===== config.mk =====
export PLATFORM = sky130hd
export DESIGN_NAME = xbus_uart
export DESIGN_NICKNAME = d
export VERILOG_FILES = /design/src/rtl/xbus_uart_pkg.sv /design/src/rtl/xbus_uart_sync_fifo.sv /design/src/rtl/xbus_uart.sv
export SDC_FILE = /design/constraint.sdc
export NUM_CORES = 1
export LEC_CHECK = 0
export ABC_AREA = 1
export CAP_MARGIN = 10
export CELL_PAD_IN_SITES_DETAIL_PLACEMENT = 2
export CELL_PAD_IN_SITES_GLOBAL_PLACEMENT = 2
export CORE_AREA = 2 2 202 204
export DETAILED_ROUTE_END_ITERATION = 6
export DIE_AREA = 0 0 204 206
export PLACE_DENSITY_LB_ADDON = 0.1
export SKIP_LAST_GASP = 1
export SYNTH_ARGS = -nofsm -noshare
export SYNTH_HDL_FRONTEND = slang
export SYNTH_SLANG_ARGS = --single-unit

===== constraint.sdc =====
create_clock -name clk_i -period 5.57 [get_ports clk_i]
set_input_delay 1.114 -clock clk_i [delete_from_list [all_inputs] [get_ports clk_i]]
set_output_delay 1.114 -clock clk_i [all_outputs]
set_load 0.005 [all_outputs]

===== src/rtl/xbus_uart_pkg.sv =====
`default_nettype none
// ============================================================================
// Module      : xbus_uart_pkg
// Description : Shared constants for the X-bus transmit-only UART: register
//               indices (xadr[4:3]), STATUS bit positions and the
//               transmitter state encoding.
// Revision    : 1.0 - initial release
// ============================================================================
package xbus_uart_pkg;

    // Register indices, decoded from xadr_i[4:3]
    localparam logic [1:0] c_REG_TXDATA  = 2'd0;
    localparam logic [1:0] c_REG_STATUS  = 2'd1;
    localparam logic [1:0] c_REG_DIVISOR = 2'd2;
    localparam logic [1:0] c_REG_RSVD    = 2'd3;

    // STATUS register layout
    localparam int c_STAT_BUSY      = 0;
    localparam int c_STAT_FULL      = 1;
    localparam int c_STAT_EMPTY     = 2;
    localparam int c_STAT_OVERRUN   = 3;
    localparam int c_STAT_IRQ_EN    = 4;
    localparam int c_STAT_COUNT_LSB = 8;
    localparam int c_STAT_COUNT_W   = 9;

    // Transmitter states
    typedef enum logic [1:0] {
        TX_IDLE  = 2'd0,
        TX_START = 2'd1,
        TX_DATA  = 2'd2,
        TX_STOP  = 2'd3
    } tx_state_e;

endpackage
`default_nettype wire


===== src/rtl/xbus_uart_sync_fifo.sv =====
`default_nettype none
// ============================================================================
// Module      : sync_fifo
// Description : Single-clock FIFO, one push and one pop per cycle.
//               A push while full and a pop while empty are ignored; fullness
//               is judged on the count at the start of the cycle, so a push
//               into a full FIFO is dropped even if a pop happens alongside.
// Ports       : clk_i, reset_i (sync, active high)
//               push_i/data_i   - write side
//               pop_i/data_o    - read side, data_o shows the head entry
//               count_o, full_o, empty_o - occupancy
// Revision    : 1.0 - initial release
// ============================================================================
module sync_fifo #(
    parameter int WIDTH = 8,
    parameter int DEPTH = 16
) (
    input  logic                     clk_i,
    input  logic                     reset_i,
    input  logic                     push_i,
    input  logic [WIDTH-1:0]         data_i,
    input  logic                     pop_i,
    output logic [WIDTH-1:0]         data_o,
    output logic [$clog2(DEPTH):0]   count_o,
    output logic                     full_o,
    output logic                     empty_o
);

    localparam int c_AW = $clog2(DEPTH);

    logic [WIDTH-1:0] mem_q [DEPTH];
    logic [c_AW-1:0]  wptr_q, wptr_d;
    logic [c_AW-1:0]  rptr_q, rptr_d;
    logic [c_AW:0]    count_q, count_d;
    logic             w_do_push;
    logic             w_do_pop;

    always_comb begin
        full_o    = (count_q == (c_AW+1)'(DEPTH));
        empty_o   = (count_q == '0);
        w_do_push = push_i & ~full_o;
        w_do_pop  = pop_i & ~empty_o;
        wptr_d    = w_do_push ? wptr_q + c_AW'(1) : wptr_q;
        rptr_d    = w_do_pop  ? rptr_q + c_AW'(1) : rptr_q;
        count_d   = count_q;
        if (w_do_push && !w_do_pop) begin
            count_d = count_q + (c_AW+1)'(1);
        end else if (!w_do_push && w_do_pop) begin
            count_d = count_q - (c_AW+1)'(1);
        end
    end

    always_ff @(posedge clk_i) begin
        if (reset_i) begin
            wptr_q  <= '0;
            rptr_q  <= '0;
            count_q <= '0;
        end else begin
            wptr_q  <= wptr_d;
            rptr_q  <= rptr_d;
            count_q <= count_d;
        end
    end

    // Storage needs no reset: nothing is read until the count says so.
    always_ff @(posedge clk_i) begin
        if (w_do_push) begin
            mem_q[wptr_q] <= data_i;
        end
    end

    assign data_o  = mem_q[rptr_q];
    assign count_o = count_q;

endmodule
`default_nettype wire


===== src/rtl/xbus_uart.sv =====
`default_nettype none
// ============================================================================
// Module      : xbus_uart
// Description : Memory-mapped transmit-only UART on the X-bus. CPU byte
//               writes go into a transmit FIFO and are sent 8N1 on txd_o at
//               a bit period of divisor+1 clocks.
//               Registers (xadr_i[4:3]): 0 TXDATA, 1 STATUS, 2 DIVISOR,
//               3 reserved (reads 0, writes ignored).
// Ports       : clk_i, reset_i (sync, active high)
//               xstb_i/xwe_i/xadr_i/xsiz_i/xdat_i - bus request
//               xdat_o/xack_o                     - bus response
//               txd_o                             - serial out, idle high
//               irq_o                             - transmit-complete level
//                                                   (only with macro)
// Config      : XBUS_UART_IRQ_EN - adds irq_o and the STATUS irq_en bit.
// Revision    : 1.0 - initial release
// ============================================================================
module xbus_uart
    import xbus_uart_pkg::*;
#(
    parameter int          FIFO_DEPTH = 16,
    parameter logic [15:0] DIV_RESET  = 16'd433
) (
    input  logic        clk_i,
    input  logic        reset_i,
    input  logic        xstb_i,
    input  logic        xwe_i,
    input  logic [63:0] xadr_i,
    input  logic [1:0]  xsiz_i,
    input  logic [63:0] xdat_i,
    output logic [63:0] xdat_o,
    output logic        xack_o,
    output logic        txd_o
`ifdef XBUS_UART_IRQ_EN
    ,
    output logic        irq_o
`endif
);

    localparam int c_CNT_W = $clog2(FIFO_DEPTH) + 1;

    // ------------------------------------------------------------------
    // Bus side registers
    // ------------------------------------------------------------------
    logic        xack_q, xack_d;
    logic [63:0] xdat_q, xdat_d;
    logic        overrun_q, overrun_d;
    logic [15:0] div_q, div_d;

    logic [1:0]  w_reg_idx;
    logic        w_rd_go;
    logic        w_wr_go;
    logic        w_push;
    logic        w_pop;
    logic [63:0] w_status;
    logic [63:0] w_rdata;
    logic        w_irq_en;
    logic        w_busy;

    logic [7:0]         w_fifo_dout;
    logic [c_CNT_W-1:0] w_fifo_count;
    logic               w_fifo_full;
    logic               w_fifo_empty;

    // Address bits outside [4:3], the access size and the upper write data
    // carry no meaning for this peripheral.
    logic w_unused;
    assign w_unused = ^{xadr_i[63:5], xadr_i[2:0], xsiz_i, xdat_i[63:16]};

    always_comb begin
        w_reg_idx = xadr_i[4:3];
        // Read data is captured on the edge that raises ack; write side
        // effects land on the edge that ends the ack cycle.
        w_rd_go   = xstb_i & ~xack_q & ~xwe_i;
        w_wr_go   = xstb_i &  xack_q &  xwe_i;
        w_push    = w_wr_go & (w_reg_idx == c_REG_TXDATA);

        w_status                                    = '0;
        w_status[c_STAT_BUSY]                       = w_busy;
        w_status[c_STAT_FULL]                       = w_fifo_full;
        w_status[c_STAT_EMPTY]                      = w_fifo_empty;
        w_status[c_STAT_OVERRUN]                    = overrun_q;
        w_status[c_STAT_IRQ_EN]                     = w_irq_en;
        w_status[c_STAT_COUNT_LSB +: c_STAT_COUNT_W] = c_STAT_COUNT_W'(w_fifo_count);

        case (w_reg_idx)
            c_REG_STATUS:  w_rdata = w_status;
            c_REG_DIVISOR: w_rdata = {48'd0, div_q};
            default:       w_rdata = '0;
        endcase

        xack_d = xstb_i & ~xack_q;
        xdat_d = w_rd_go ? w_rdata : '0;

        overrun_d = overrun_q;
        if (w_push && w_fifo_full) begin
            overrun_d = 1'b1;
        end else if (w_wr_go && (w_reg_idx == c_REG_STATUS) && xdat_i[c_STAT_OVERRUN]) begin
            overrun_d = 1'b0;
        end

        div_d = div_q;
        if (w_wr_go && (w_reg_idx == c_REG_DIVISOR)) begin
            div_d = xdat_i[15:0];
        end
    end

    always_ff @(posedge clk_i) begin
        if (reset_i) begin
            xack_q    <= 1'b0;
            xdat_q    <= '0;
            overrun_q <= 1'b0;
            div_q     <= DIV_RESET;
        end else begin
            xack_q    <= xack_d;
            xdat_q    <= xdat_d;
            overrun_q <= overrun_d;
            div_q     <= div_d;
        end
    end

    assign xack_o = xack_q;
    assign xdat_o = xdat_q;

    // ------------------------------------------------------------------
    // Optional transmit-complete interrupt
    // ------------------------------------------------------------------
`ifdef XBUS_UART_IRQ_EN
    logic irq_en_q, irq_en_d;
    logic irq_q, irq_d;

    always_comb begin
        irq_en_d = irq_en_q;
        if (w_wr_go && (w_reg_idx == c_REG_STATUS)) begin
            irq_en_d = xdat_i[c_STAT_IRQ_EN];
        end
        irq_d = irq_en_q & w_fifo_empty & ~w_busy;
    end

    always_ff @(posedge clk_i) begin
        if (reset_i) begin
            irq_en_q <= 1'b0;
            irq_q    <= 1'b0;
        end else begin
            irq_en_q <= irq_en_d;
            irq_q    <= irq_d;
        end
    end

    assign w_irq_en = irq_en_q;
    assign irq_o    = irq_q;
`else
    assign w_irq_en = 1'b0;
`endif

    // ------------------------------------------------------------------
    // Transmit FIFO
    // ------------------------------------------------------------------
    sync_fifo #(
        .WIDTH (8),
        .DEPTH (FIFO_DEPTH)
    ) u_fifo (
        .clk_i   (clk_i),
        .reset_i (reset_i),
        .push_i  (w_push),
        .data_i  (xdat_i[7:0]),
        .pop_i   (w_pop),
        .data_o  (w_fifo_dout),
        .count_o (w_fifo_count),
        .full_o  (w_fifo_full),
        .empty_o (w_fifo_empty)
    );

    // ------------------------------------------------------------------
    // Transmitter
    // ------------------------------------------------------------------
    tx_state_e   tx_state_q;
    logic [15:0] baud_cnt_q;
    logic [2:0]  bit_idx_q;
    logic [7:0]  shift_q;
    logic        txd_q;
    logic        w_bit_end;

    assign w_bit_end = (baud_cnt_q == 16'd0);
    assign w_busy    = (tx_state_q != TX_IDLE);
    // Taking the next byte at the end of STOP chains frames with no gap.
    assign w_pop     = ~w_fifo_empty &
                       ((tx_state_q == TX_IDLE) | ((tx_state_q == TX_STOP) & w_bit_end));

    // Every bit reloads baud_cnt_q from the divisor register, so a divisor
    // write only ever affects bits that start after it.
    always_ff @(posedge clk_i) begin
        if (reset_i) begin
            tx_state_q <= TX_IDLE;
            baud_cnt_q <= '0;
            bit_idx_q  <= '0;
            shift_q    <= '0;
            txd_q      <= 1'b1;
        end else begin
            case (tx_state_q)
                TX_IDLE: begin
                    if (w_pop) begin
                        tx_state_q <= TX_START;
                        shift_q    <= w_fifo_dout;
                        baud_cnt_q <= div_q;
                        txd_q      <= 1'b0;
                    end
                end
                TX_START: begin
                    if (w_bit_end) begin
                        tx_state_q <= TX_DATA;
                        bit_idx_q  <= 3'd0;
                        baud_cnt_q <= div_q;
                        txd_q      <= shift_q[0];
                    end else begin
                        baud_cnt_q <= baud_cnt_q - 16'd1;
                    end
                end
                TX_DATA: begin
                    if (w_bit_end) begin
                        baud_cnt_q <= div_q;
                        if (bit_idx_q == 3'd7) begin
                            tx_state_q <= TX_STOP;
                            txd_q      <= 1'b1;
                        end else begin
                            bit_idx_q <= bit_idx_q + 3'd1;
                            shift_q   <= {1'b0, shift_q[7:1]};
                            txd_q     <= shift_q[1];
                        end
                    end else begin
                        baud_cnt_q <= baud_cnt_q - 16'd1;
                    end
                end
                TX_STOP: begin
                    if (w_bit_end) begin
                        baud_cnt_q <= div_q;
                        if (w_pop) begin
                            tx_state_q <= TX_START;
                            shift_q    <= w_fifo_dout;
                            txd_q      <= 1'b0;
                        end else begin
                            tx_state_q <= TX_IDLE;
                            txd_q      <= 1'b1;
                        end
                    end else begin
                        baud_cnt_q <= baud_cnt_q - 16'd1;
                    end
                end
                default: begin
                    tx_state_q <= TX_IDLE;
                    txd_q      <= 1'b1;
                end
            endcase
        end
    end

    assign txd_o = txd_q;

endmodule
`default_nettype wire


-- Word level (Yosys, flattened, before mapping)
Memory sizes are Yosys's and may differ from the RTL's. A register that Yosys moved wholly into a read port is not among the register bits.
Index checks and enable logic that the tools add are counted.
- register bits after elaboration: 125
- latch bits: 0
- RAM bits: 128
- ROM bits: 0
- output and inout bits: 66
- word-level logic and storage cells: 105
- memories kept: 1
- $add $sub $neg: 6
- multiply operators: 0
- div/mod/pow operators: 0
- magnitude comparators: 0
- equal/unequal tests: 13
- shifts and indexed selects: 0
- multiplexer cells: 35
- bitwise gates (word level): 15
- reductions and logical operators: 23
- memories (name ; words ; width ; rd ports ; clocked after Yosys merged registers in ; write ports ; line ; source):
    u_fifo.mem_q ; 16 ; 8 ; 1 ; 1 ; 1 ; xbus_uart_sync_fifo.sv:31 ; logic [WIDTH-1:0] mem_q [DEPTH];
- operators by type and width (cell ; number):
    one-hot mux 16 bit (2 select lines) ; 2
    two-way mux 16 bit ; 2
    two-way mux 8 bit ; 4
    one-hot mux 8 bit (3 select lines) ; 1
    logical NOT 16 bit ; 1
    subtractor 16 x 1 -> 16 bit (second input constant) ; 1
    AND reduction 4 bit ; 3
    two-way mux 1 bit ; 11
    two-way mux 2 bit ; 5
    two-way mux 5 bit ; 2
    != test 2 bit (second input constant) ; 5
    AND 1 bit ; 9
    two-way mux 3 bit ; 3
    adder 4 x 1 -> 4 bit (second input constant) ; 2
    two-way mux 4 bit ; 2
    one-hot mux 2 bit (4 select lines) ; 1
    nonzero test 2 bit ; 4
    equality test 2 bit (second input constant) ; 3
    logical AND 1 bit ; 6
    one-hot mux 3 bit (2 select lines) ; 1
    adder 5 x 1 -> 5 bit (second input constant) ; 1
    equality test 5 bit (second input constant) ; 1
    logical NOT 5 bit ; 1
    NOT 1 bit ; 5
    13 further kinds ; 16

-- Depth between registers and ports, before layout
Gate-level depths: netlist of run 1.
- depth after elaboration: 8
- mapped depth: 17

-- Hierarchy
From an unflattened synthesis of run 1, not the netlist that was laid out.
- cell total of the unflattened synthesis: 1132
- area, all modules: 9855.7 um2
- by module, submodules not included (module ; instances ; cells each ; area an instance (um2) ; sequential area each (um2)):
    sync_fifo ; 1 ; 657 ; 6447.4 ; 4184.0
    xbus_uart ; 1 ; 475 ; 3408.3 ; 1281.2

-- Worst setup path after synthesis of run 1
No wires, ideal clock.
- path type: input-to-reg
- from: in xadr_i[3]
- to: reg u_fifo.count_q[4], in the netlist u_fifo.count_o[4]
- setup time: 0.121 ns
- arrival time: 2.872 ns
- setup slack: 2.576 ns
- stages: 15
- buffers on the path: 0
- cells stage by stage: inv_1 ha_1 nand2_1 inv_1 nand2_1 inv_1 ha_1 inv_1 fa_1 a21oi_1 nor2_1 o21ai_0 nand3_1 o21ai_0 a21oi_1
- word-level cells in the longest chain between the ends: 6
- elaborated cells between the ends (all ways): 8
- those cells by class: mux: 1; bitwise: 2; reduce/logical: 5
- RTL lines (what ; line ; source):
    start, declared ; xbus_uart.sv:28 ; input logic [63:0] xadr_i,
    logical NOT 2 bit (*) ; xbus_uart.sv:76 ; w_push = w_wr_go & (w_reg_idx == c_REG_TXDATA);
    AND 1 bit (*) ; xbus_uart.sv:76 ;
    AND 1 bit (*) ; xbus_uart_sync_fifo.sv:41 ; w_do_push = push_i & ~full_o;
    net u_fifo.w_do_push ; xbus_uart_sync_fifo.sv:35 ; logic w_do_push;
    logical NOT 1 bit ; xbus_uart_sync_fifo.sv:48 ; end else if (!w_do_push && w_do_pop) begin
    logical AND 1 bit ; xbus_uart_sync_fifo.sv:48 ;
    nonzero test 2 bit (no line) ; n/a ;
    end signal, assigned ; xbus_uart_sync_fifo.sv:61 ; count_q <= count_d;
    end, declared ; xbus_uart_sync_fifo.sv:34 ; logic [c_AW:0] count_q, count_d;
Mark *: on every way through the listed nets, which the timed path passes. The rest lies on a longest branch.
A chain may end at the register's enable or synchronous reset.

-- Final worst setup path of run 1
- from: in xadr_i[4]
- to: reg u_fifo.count_q[4], in the netlist u_fifo.count_o[4]
Same word-level chain as after synthesis.

==> results.md, run 1 <==
* Avg Inst Size Synth at about 8.7 um^2
* Clock latency on the worst-skew pair at around 0.55 ns
* DP HPWL at approximately 20000 um
* Compound-gate portion of the synthesized area at 0.0642
* Final Util at 0.283
* Crit. Startpoint: xadr_i[4]
* Io pins at 200
* Final GP Congestion at slightly above 0.7
* Port Buffers at 39
* Crit path DAT at 3.76 ns
* Area fraction of the dominant cell type after synthesis at 0.392
* Hold_buf cts at 0
* Sequential Power Share at 0.368
* Antenna violations before repair at 0
* Worst hold slack at between 0.4 and 0.5 ns
* Die area at 0.0420 mm^2
* Die Height at 206 um
* Vias in the first global route at 7909
* Peak supply drop at around 200 uV
* Final Hold Viols at 0
* Mux cell area share after synthesis at 0
* Fraction of layout cells with a size suffix above 1 at 0.0568
* DRT Pass-1 Iters at 4
* Synth area leader: edfxtp_1
* PostCTS Resize Cnt at 0
* Final Cycle Share at 0.599
* Post-Synthesis Cells at ~1100
* Final setup fails at 0
* Pin count of the biggest net entering global routing at 45
* Synth Warn # at 0
* Synth Area in Simple Gates at 0.235
* Asr flop ratio synth at 0
* Worst Tran Pin Value at about 1.1 ns
* Leading cell types by count after synthesis: nand2_1, edfxtp_1, inv_1
* CORE AREA at between 0.04 and 0.05 mm^2
* CTS Buffer Depth at 3
* Root Driver: clkbuf_16
* Max Transition Viols Final at 0
* Grt total ovfl at 0
* Crit end category: flip-flop
* WL final at 30600 um
* Final Power at just over 5 mW
* Gate power share at 0.319
* Number of buffers created by CTS at 26
* Synth top area cells: edfxtp_1, dfxtp_1, nand2_1
* Netlist cell types at 38
* Largest family of logic cells by synthesized area: simple AND/OR/NAND/NOR gates
* Dpl cell area at about 0.011 mm^2
* Crit-path max FO at 7
* Remaining DRCs at 0
* Design Area, Final at approximately 0.011 mm^2
* Clk sink count at around 210
* Routed via count at between 7000 and 8000
* Leak Pwr at 4.72 nW
* CTS H-tree lvls at 1
* Tmin final at roughly 3.3 ns
* Top FF cell, synth: edfxtp_1
* Final WS setup at 2.24 ns
* Multi-input gate area at between 0.003 and 0.004 mm^2
* Worst setup path class: input port to flip-flop
* Die X at slightly above 200 um
* HP Class: flip-flop to flip-flop
* Clock-pin slew on the worst setup and hold paths at about 0.06 ns
* Clk pwr share at 0.314
* Fillers at about 4600
* Starting Density at 0.244
* Vias per cell at 4.34
* Rel. slew slack at 0.296
* Pwr/cell area at 453 mW/mm^2
* Seq/Total Area, Yosys at 0.557
* Count leader, synth: nand2_1
* Post-route ant nets at 0
* Clk_skew at approximately 0.022 ns
* Fin cells at ~1700
* Hold Path Origin: div_q[13]
* Post-CTS Setup Bufs at 0
* Synth Area in Adders at 0.0288
* Worst EP required at ~6.0 ns
* Internal Pwr Total at around 3.2 mW
* Startpoint types: input port
* # rows at between 70 and 80
* Sw frac at 0.380
* Switching pwr at between 1.5 and 2 mW
* Nets at 1316
* Post-synth EDFFs at around 130
* Fmax at approximately 300 MHz
* Dpl ws at roughly 1.6 ns
* XOR/XNOR Fraction of Synth Area at 0.00804
* Status: completed
* Area growth syn-to-layout at 15.8%
* Register Area at about 0.0055 mm^2
* Max Cap Viol at 0
* First-pass GRT wire length at 47400 um
* Placed Cells at 1664
* GR Util All Layers at 0.149
* TritonCTS clock tree: built
* Cell area after synthesis at between 0.009 and 0.01 mm^2
* 1st-iter DRT viols at ~220
* TNS Setup at 0 ns
* N_diodes at 0
* Synth Register Bits at 209
* RSZ-0062 raised after global routing: no
* Routed WL per cell at around 18 um
-- state kept, by name, indices dropped and copies added, names as in the netlist, 2 cells and up, named ones only --
register,flops
u_fifo.mem_q,128
baud_cnt_q,16
div_q,16
xdat_o,16
shift_q,8
u_fifo.count_o,5
u_fifo.rptr_q,4
u_fifo.wptr_q,4
bit_idx_q,3
tx_state_q,2
-- critical path, cell delays in order --
cell and delay (ns):
clkdlybuf4s50_1 0.44, inv_1 0.10, ha_1 0.15, nand2_1 0.05
inv_1 0.06, nand2_1 0.11, inv_1 0.21, ha_1 0.24
inv_1 0.13, fa_1 0.41, a21oi_1 0.18, nor2_1 0.07
o21ai_0 0.16, nand3_1 0.11, o21ai_0 0.16, a21oi_1 0.05
-- logic make-up after synthesis --
logic type               after synthesis
adder cells (fa/ha/maj)               22
XOR/XNOR                               9
buffers and inverters                221
flip-flops                           209
other                                  1
AND/OR/NAND/NOR                      544
AO/OA/AOI/OAI                        121
-- final timing paths --
| kind | endpoint | slack (ns) | cells after the start |
|---|---|---|---|
| min reg2reg | xdat_o[13] | 0.46 | 2 |
| max reg2reg | shift_q[2] | 2.68 | 12 |
| max | u_fifo.count_o[4] | 2.24 | 16 |
| min | xdat_o[13] | 0.46 | 2 |
-- per-layer routing --
layer,share of wire,vias up,global-route usage
met3,0.030,33,0.0214
met4,0.017,0,0.0375
met2,0.48,90,0.258
met1,0.47,3682,0.194
li1,-,3615,-
met5,0,-,0
-- cell usage in the layout (no fill, tap or decap), types with 4 or more instances in the layout --
cell             count
a21oi_1             52
a22oi_1              4
buf_4                8
clkbuf_1             9
clkbuf_16           26
clkdlybuf4s50_1     39
clkinv_1             5
conb_1              48
dfxtp_1             80
edfxtp_1           128
ha_1                21
inv_1              127
inv_2                4
nand2_1            312
nand2_2              4
nand3_1            102
nand4_1              7
nor2_1              93
nor2_2               4
nor2_4               5
nor3_1              10
o21ai_0             58
xor2_1               8
-- power by group through the flow --
| stage | clock network [mW] | logic, mW | registers (mW) |
|---|---|---|---|
| 2_1_floorplan | 0 | 1.23 | 1.86 |
| 3_3_place_gp | 0 | 1.68 | 1.93 |
| 3_5_place_dp | 0 | 1.71 | 1.93 |
| 4_1_cts | 1.68 | 1.72 | 1.90 |
| 5_1_grt | 1.73 | 1.92 | 1.92 |
| 6_report | 1.61 | 1.64 | 1.89 |
-- final cells by class --
type | instances | area share
clock inverter | 9 | 0.00672
sequential | 209 | 0.481
tap | 532 | 0.0586
multi-input combinational | 744 | 0.306
clock buffer | 38 | 0.0639
inverter | 132 | 0.0436
timing repair buffer | 47 | 0.0397
No activity file was read; power rests on OpenSTA's default activity.
==> run 2, diff against run 1 <==
==> constraint.sdc (replaced) <==
create_clock -name clk_i -period 2.8 [get_ports clk_i]
set_input_delay 0.56 -clock clk_i [delete_from_list [all_inputs] [get_ports clk_i]]
set_output_delay 0.56 -clock clk_i [all_outputs]
set_load 0.005 [all_outputs]
==> results.md, run 2 (same netlist as run 1, synthesis figures left out) <==
* 1st-iter DRT viols at 275 (+24%)
* Post-route ant nets at 0 (unchanged)
* Clk sink count at 209 (unchanged)
* Placed Cells at 1719 (+3.3%)
* DRT Pass-1 Iters at 4 (unchanged)
* Starting Density at 0.244 (unchanged)
* Pwr/cell area at 899 mW/mm^2 (+99%)
* Max reg flops at 128 (unchanged)
* Area growth syn-to-layout at 20.9%
* First-pass GRT wire length at 48800 um (+2.8%)
* Crit-path max FO at 4 (-3)
* Fin cells at 1767 (+3.3%)
* Dpl ws at -0.279 ns (-1.92 ns)
* Design Area, Final at 0.0119 mm^2 (+4.4%)
* Dpl cell area at 0.0110 mm^2 (+4.1%)
* Max Cap Viol at 0 (unchanged)
* # rows at 74 (unchanged)
* RSZ-0062 raised after global routing: no
* Io pins at 200 (unchanged)
* Nets at 1372 (+4.3%)
* Clock latency on the worst-skew pair at 0.55 ns (about the same)
* Fmax at 399 MHz
* Sw frac at 0.376 (-0.00451)
* GR Util All Layers at 0.153 (+0.00452)
* TNS Setup at 0 ns (unchanged)
* Worst setup path class: flip-flop to flip-flop
* Status: completed
* Worst Tran Pin Value at 0.766 ns (-0.286 ns)
* Top reg by flops: u_fifo.mem_q
* Die area at 0.0420 mm^2 (unchanged)
* Multi-input gate area at 0.00349 mm^2 (+0.32%)
* Final Hold Viols at 0 (unchanged)
* Fillers at 4544 (-1.1%)
* TritonCTS clock tree: built
* Grt total ovfl at 0 (unchanged)
* Switching pwr at 4.01 mW (+100%)
* Crit end category: flip-flop
* Worst hold slack at 0.457 ns (-0.00298 ns)
* Most common cell after layout, fill and taps aside: nand2_1
* Sequential Power Share at 0.345 (-0.023)
* Final Cycle Share at 0.895
* Remaining DRCs at 0 (unchanged)
* CTS Buffer Depth at 3 (unchanged)
* Die Height at 206 um (unchanged)
* Routed via count at 7635 (+2.9%)
* Rel. slew slack at 0.488 (+0.192)
* Max Transition Viols Final at 0 (unchanged)
* CTS H-tree lvls at 1 (unchanged)
* CORE AREA at 0.0402 mm^2 (unchanged)
* Internal Pwr Total at 6.65 mW (+110%)
* Slowest cell on the critical path: dfxtp_1
* Final WS setup at 0.294 ns (-1.94 ns)
* Gate power share at 0.337 (+0.018)
* Routed WL per cell at 17.8 um (-0.78%)
* Tmin final at 2.51 ns
* Leak Pwr at 5.03 nW (+6.6%)
* Final GP Congestion at 0.718 (+0.76%)
* Clock-pin slew on the worst setup and hold paths at 0.06 ns (about the same)
* Number of buffers created by CTS at 27 (+3.8%)
* Vias per cell at 4.32 (-0.36%)
* Crit path DAT at 2.95 ns (-0.81 ns)
* Crit-path cells: inv_2 > ha_2 > nand2_1 > nor2_4 > nand3_2 > nand2_4 > nand2_4 > ha_1 > inv_2 > ha_1 > a21o_1 > a31oi_1 > xor2_1 > o21ai_0 > inv_1
* Port Buffers at 39 (unchanged)
* Final setup fails at 0 (unchanged)
* WL final at 31400 um (+2.5%)
* Peak supply drop at 399 uV (+100%)
* Root Driver: clkbuf_16
* Clk_skew at 0.0114 ns (-0.0102 ns)
* HP Class: flip-flop to flip-flop
* Antenna violations before repair at 0 (unchanged)
* Clk pwr share at 0.318 (+0.004)
* Startpoint types: flip-flop
* Post-CTS Setup Bufs at 0 (unchanged)
* Register Area at 0.00547 mm^2 (unchanged)
* Worst EP required at 3.24 ns (-2.76 ns)
* Die X at 204 um (unchanged)
* CP max stage delay at 0.32 ns (-0.12 ns)
* Fraction of layout cells with a size suffix above 1 at 0.106 (+0.0493)
* Vias in the first global route at 8157 (+3.1%)
* Pin count of the biggest net entering global routing at 44 (-2.2%)
* Most frequent cells in the layout: nand2_1, edfxtp_1, inv_1
* DP HPWL at 21300 um (+4.4%)
==> run 2: changes by cell type in the layout (fill, tap and decap cells not counted), sizes merged <==
cell / before / now
bufinv: 1 / 2
clkbuf: 38 / 36
buf: 8 / 63
clkinv: 9 / 8
clkinvlp: 0 / 1
inv: 131 / 132
diode: 0 / 1
==> run 2: timing repair <==
item / in CTS / in global routing
hold buffers: 0 / 0
endpoints found under the setup margin: 0 / 2
resized for setup: 0 / 7
==> run 2: path summary, 6_finish.rpt <==
path / from / endpoint / slack [ns] / cells past startpoint
hold / removal: div_q[13] / xdat_o[13] / 0.46 / 2
setup reg to reg: baud_cnt_q[1] / u_fifo.count_o[3] / 0.29 / 15
hold reg to reg: div_q[13] / xdat_o[13] / 0.46 / 2
setup / recovery: baud_cnt_q[1] / u_fifo.count_o[3] / 0.29 / 15
==> run 2: critical path, delay by kind of cell (launching register included) <==
kind / cells / cell delay, ns
AND/OR/NAND/NOR: 5 / 0.52
XOR/XNOR: 1 / 0.11
buffers and inverters: 3 / 0.23
AO/OA/AOI/OAI: 3 / 0.53
adder cells (fa/ha/maj): 3 / 0.71
flip-flops: 1 / 0.32
==> run 2: power by group through the flow <==
stage | sequential (mW) | combinational, mW | clock, mW
2_1_floorplan | 3.69 | 2.44 | 0
3_3_place_gp | 3.73 | 3.62 | 0
3_5_place_dp | 3.74 | 3.69 | 0
4_1_cts | 3.68 | 3.71 | 3.51
5_1_grt | 3.71 | 4.18 | 3.63
6_report | 3.67 | 3.60 | 3.39
==> run 2: metrics by stage <==
step | utilization | power [mW]
after CTS | 0.295 | 10.9
after global placement | 0.274 | 7.35
after global routing | 0.295 | 11.5
after floorplan | - | 6.13
final | 0.295 | 10.7
after detailed placement | 0.274 | 7.43
==> run 2: cell type report <==
| class | instances | share of cell area |
|---|---|---|
| flip-flops and latches | 209 | 0.461 |
| multi-input cells | 744 | 0.294 |
| repair buffers | 102 | 0.0749 |
| clock buffers | 36 | 0.0624 |
| well taps | 532 | 0.0561 |
| inverters | 132 | 0.0418 |
| clock inverters | 11 | 0.00918 |
| diodes | 1 | 0.000211 |
==> run 2: routing by layer <==
metal,global-route usage,vias up,share of wire
li1,-,3729,-
met1,0.201,3777,0.47
met2,0.266,99,0.48
met3,0.0233,30,0.033
met4,0.0326,0,0.015
met5,0,-,0
